$ cat src/rtl/serial_shift_unit.sv
// serial_shift_unit
//   Bit-serial shifter: applies one single-position shift per clock until the
//   requested offset (clamped to WIDTH) has been consumed. Supports left
//   logical/arithmetic and right logical/arithmetic shifts.
//
//   Handshake: a request is accepted on any rising edge where the unit is
//   idle or finishing (IDLE or DONE) and start=1. busy is high for every
//   SHIFT cycle, done pulses for exactly one cycle when the result is ready,
//   and data_out/shifted_out hold the result until the next accepted start.
//   start is ignored (not queued) while busy.
//
// Ports:
//   clk         - clock, rising-edge active
//   rst         - synchronous active-high reset (priority over start)
//   start       - operation request
//   op          - 00 LLS, 01 LAS, 10 RLS, 11 RAS
//   data_in     - operand word
//   offset      - unsigned shift distance
//   busy        - high while shifting
//   done        - one-cycle completion pulse
//   data_out    - shift result (working register)
//   shifted_out - last bit pushed out of the word, 0 if no shift occurred
module serial_shift_unit #(
    parameter int WIDTH = 16,
    parameter int OFFW  = 5
) (
    input  logic             clk,
    input  logic             rst,
    input  logic             start,
    input  logic [1:0]       op,
    input  logic [WIDTH-1:0] data_in,
    input  logic [OFFW-1:0]  offset,
    output logic             busy,
    output logic             done,
    output logic [WIDTH-1:0] data_out,
    output logic             shifted_out
);

    typedef enum logic [1:0] {
        IDLE  = 2'd0,
        SHIFT = 2'd1,
        DONE  = 2'd2
    } state_t;

    // WIDTH always fits in OFFW bits because 2**(OFFW-1) == WIDTH.
    localparam logic [OFFW-1:0] WIDTH_OFF = OFFW'(WIDTH);

    state_t          state;
    logic [OFFW-1:0] count;
    logic [OFFW-1:0] start_count;
    logic [1:0]      op_q;
    logic            sign;

    // Offsets beyond the word width behave exactly like a full-width shift.
    always_comb begin
        start_count = offset;
        if (offset >= WIDTH_OFF) begin
            start_count = WIDTH_OFF;
        end
    end

    always_ff @(posedge clk) begin
        if (rst) begin
            state       <= IDLE;
            busy        <= 1'b0;
            done        <= 1'b0;
            data_out    <= '0;
            shifted_out <= 1'b0;
            count       <= '0;
            op_q        <= 2'b00;
            sign        <= 1'b0;
        end else begin
            case (state)
                IDLE, DONE: begin
                    if (start) begin
                        op_q        <= op;
                        data_out    <= data_in;
                        sign        <= data_in[WIDTH-1];
                        shifted_out <= 1'b0;
                        count       <= start_count;
                        if (start_count != '0) begin
                            state <= SHIFT;
                            busy  <= 1'b1;
                            done  <= 1'b0;
                        end else begin
                            // Zero-distance request completes immediately.
                            state <= DONE;
                            busy  <= 1'b0;
                            done  <= 1'b1;
                        end
                    end else begin
                        state <= IDLE;
                        busy  <= 1'b0;
                        done  <= 1'b0;
                    end
                end

                SHIFT: begin
                    if (!op_q[1]) begin
                        // LLS and LAS are bit-identical.
                        data_out    <= {data_out[WIDTH-2:0], 1'b0};
                        shifted_out <= data_out[WIDTH-1];
                    end else begin
                        // RAS refills with the sign captured at accept time.
                        data_out    <= {(op_q[0] & sign), data_out[WIDTH-1:1]};
                        shifted_out <= data_out[0];
                    end
                    count <= count - 1'b1;
                    if (count == OFFW'(1)) begin
                        state <= DONE;
                        busy  <= 1'b0;
                        done  <= 1'b1;
                    end
                end

                default: begin
                    state <= IDLE;
                    busy  <= 1'b0;
                    done  <= 1'b0;
                end
            endcase
        end
    end

endmodule
$ cat config.mk
export PLATFORM = sky130hd
export DESIGN_NAME = serial_shift_unit
export DESIGN_NICKNAME = d
export VERILOG_FILES = /design/src/rtl/serial_shift_unit.sv
export SDC_FILE = /design/constraint.sdc
export NUM_CORES = 1
export LEC_CHECK = 0
export CAP_MARGIN = 20
export CORE_ASPECT_RATIO = 1.75
export CORE_UTILIZATION = 40
export DETAILED_ROUTE_END_ITERATION = 7
export PLACE_DENSITY_LB_ADDON = 0.15
export SYNTH_ARGS = -nofsm -noshare
export SYNTH_HDL_FRONTEND = slang
export SYNTH_SLANG_ARGS = --single-unit
$ cat constraint.sdc
create_clock -name clk -period 1.8 [get_ports clk]
set_clock_uncertainty 0.2 [all_clocks]
set_input_delay 0.36 -clock clk [delete_from_list [all_inputs] [get_ports clk]]
set_output_delay 0.36 -clock clk [all_outputs]
set_load 0.02 [all_outputs]
==> run metrics, run 1 <==
outcome=complete, no violations; Final Slew Violations=0; initial antenna violation count=0; critical path startpoint=offset[1]; Compound-Gate Fraction of Synth Area=25.33%; Cell Pwr Density=781.7 nW/µm²; Overall Global Routing Usage=21.52%; drt total wl=3720 µm; xor/xnor share of the synthesized area=0%; Iter 0 DRT Violations=45; most frequent cells in the layout=nand2_1, dfxtp_1, clkdlybuf4s50_1, nor2b_1, dlygate4sd2_1; r2r setup slk=0.25 ns; Post-layout nets=247; core area=3398 µm²; GP Congestion=0.7438; min setup slack post-route=0.1219 ns; Die Y=81.03 µm; largest family of logic cells by synthesized area=simple AND/OR/NAND/NOR gates; Antenna Cells=0; clk_lat worst skew=0.26 ns; Max rail drop VDD=514.2 µV; simple-gate share of the synthesized area=26.56%; Layout Cell Area excl Fill=1976 µm²; post-placement cell area=1948 µm²; Final Cycle Share=93.23%; number of synthesized flops with an enable pin=0; Initial Util=42.01%; crit path capture=done$_SDFFE_PP0P_; worst slack, placed=-0.1932 ns; die width=47.16 µm; Max Cap Viol=0; met2 Use GR=40.14%; worst-margin pin slew=0.4039 ns; P_leak=0.8088 nW; CTS sink count=28; Async SR Flop Fraction=0%; layout cells sized above 1=8.756%; Most used DFF post-synth=dfxtp_1; post-CTS setup buffers=0; synthesized area=1428 µm²; vias in the first global route=1495; reg2reg end=done$_SDFFE_PP0P_; CTS Hold Bufs=0; WP data required=1.82 ns; Critical Path AT=1.69 ns; final hold slack=0.2566 ns; antenna viol nets, final=0; Syn Inst Count=173; first-pass GRT wire length=6099 µm; flops & latches, synth=28; syn_area_per_cell=8.252 µm²; Worst setup EP type=register; Clock transition at path regs=0.09 ns; min-delay worst type=register to register; most common cell after layout, fill and taps aside=nand2_1; Max Freq=595.9 MHz; cell depth of the worst flop-to-flop path=4; largest net degree at the start of global routing=34; met3 GRT Util=2.222%; Syn Nets=201; drc violations=0; clock root cell=clkbuf_8; Seq/Total Area, Yosys=39.26%; GR peak layer=met2; Worst setup SP type=input pin; Critical Path Fanout Max=2; proportion of synthesized area in mux cells=0.7888%; Bufs on Longest Clock Path=2; count of input and output buffers=44; CTS tree=built; detailed-route via count=1472; die footprint=3821 µm²; shortest period the worst path allows=1.678 ns; row cnt=28; grt total ovfl=0; H-tree depth=1; RSZ-0062 raised after global routing=false; Final Total Pwr=1.544 mW; slew margin rel.=73.02%; Ys Warns=0; met1 Resource Use GR=22.62%; Synth cell types=33; Final Hold Viols=0; # IOs=45; crit path kind=input pin to register; post-synthesis adder-cell area fraction=1.753%; Area Growth Syn to Fin=38.39%; CTS buffer count=3; post-detail-place hpwl=2786 µm; drt first pass iters=4; Critical R2R Launch=count[0]$_SDFFE_PP0P_; Avg WL per Cell=14.20 µm; vias per cell=5.618; Final setup viols=0
cells by family (layout without fill, tap and decap cells):
logic type               after synthesis  after routing
flip-flops                            28             28
buffers and inverters                 18             62
multiplexers                           1              1
AND/OR/NAND/NOR                       75             75
AO/OA/AOI/OAI                         49             49
adder cells (fa/ha/maj)                2              2
sequential cells by signal, indices dropped and copies added (netlist names):
| register | cells |
|---|---|
| op_q | 2 |
| done | 1 |
| state | 1 |
| sign | 1 |
| shifted_out | 1 |
| busy | 1 |
| count | 5 |
| data_out | 16 |
routing by layer:
layer | routed length, µm | up-vias | part of all wire [%]
met5 | 0 | - | 0
met4 | 60 | 0 | 1.6
li1 | - | 728 | -
met3 | 120 | 6 | 3.2
met1 | 1463 | 699 | 39
met2 | 2075 | 39 | 56
layout make-up:
type / instances / area [µm²]
multi-input cells: 127 / 779.5
well taps: 45 / 56.30
repair buffers: 56 / 526.8
flip-flops and latches: 28 / 560.5
fillers: 340 / 1423
inverters: 3 / 11.26
clock buffers: 3 / 41.29
cell usage after synthesis (2+ instances only):
library cell / n / area [µm²]
a311oi_1: 14 / 122.6
nor2b_1: 17 / 106.4
nand2_1: 40 / 150.1
buf_2: 6 / 30.03
a211oi_1: 14 / 105.1
nand3_1: 4 / 20.02
buf_4: 4 / 30.03
nand2b_1: 2 / 12.51
o21ai_0: 2 / 10.01
a31oi_1: 4 / 25.02
a21oi_1: 9 / 45.04
clkbuf_1: 5 / 18.77
dfxtp_1: 28 / 560.5
ha_1: 2 / 25.02
inv_1: 3 / 11.26
o211ai_1: 2 / 15.01
worst min path at each step:
stage	start	end	slack, ns	depth (start not counted)
after floorplan	sign$_SDFFE_PP0P_	sign$_SDFFE_PP0P_	0.23	2
after global placement	sign$_SDFFE_PP0P_	sign$_SDFFE_PP0P_	0.24	2
after detailed placement	sign$_SDFFE_PP0P_	sign$_SDFFE_PP0P_	0.25	2
after CTS	sign$_SDFFE_PP0P_	sign$_SDFFE_PP0P_	0.26	2
after global routing	sign$_SDFFE_PP0P_	sign$_SDFFE_PP0P_	0.27	2
final	sign$_SDFFE_PP0P_	sign$_SDFFE_PP0P_	0.26	2
worst max-delay path, cell delays in order:
cell and delay [ns]:
clkdlybuf4s50_1 0.43, or4_4 0.55, o31ai_2 0.18, and3b_1 0.17
report_power, final:
part / switching, mW / internal (mW) / leakage [nW]
clock network: 0.180 / 0.150 / 0.0216
registers: 0.0610 / 0.686 / 0.231
logic: 0.244 / 0.224 / 0.556
per-stage QoR:
stage	TNS (ns)	instances	util, %
4_1_cts	0	262	57.92
2_1_floorplan	0	173	-
6_report	0	262	58.14
3_5_place_dp	-1.309	259	57.33
5_1_grt	0	262	58.14
3_3_place_gp	-0.8771	259	57.33
timing repair:
item | in CTS | in global routing
hold endpoints to repair | 0 | 0
endpoints found under the setup margin | 17 | 4
gates resized for setup | 17 | 4
(Power assumes the default switching activity.)
==> inputs of run 2 (changes only) <==
--- a/config.mk
+++ b/config.mk
@@ -10,6 +10,7 @@
 export CORE_UTILIZATION = 40
 export DETAILED_ROUTE_END_ITERATION = 7
 export PLACE_DENSITY_LB_ADDON = 0.15
+export SKIP_LAST_GASP = 1
 export SYNTH_ARGS = -nofsm -noshare
 export SYNTH_HDL_FRONTEND = slang
 export SYNTH_SLANG_ARGS = --single-unit
==> results of run 2 <==
Final layout, timing and power as in run 1 (identical DEF).
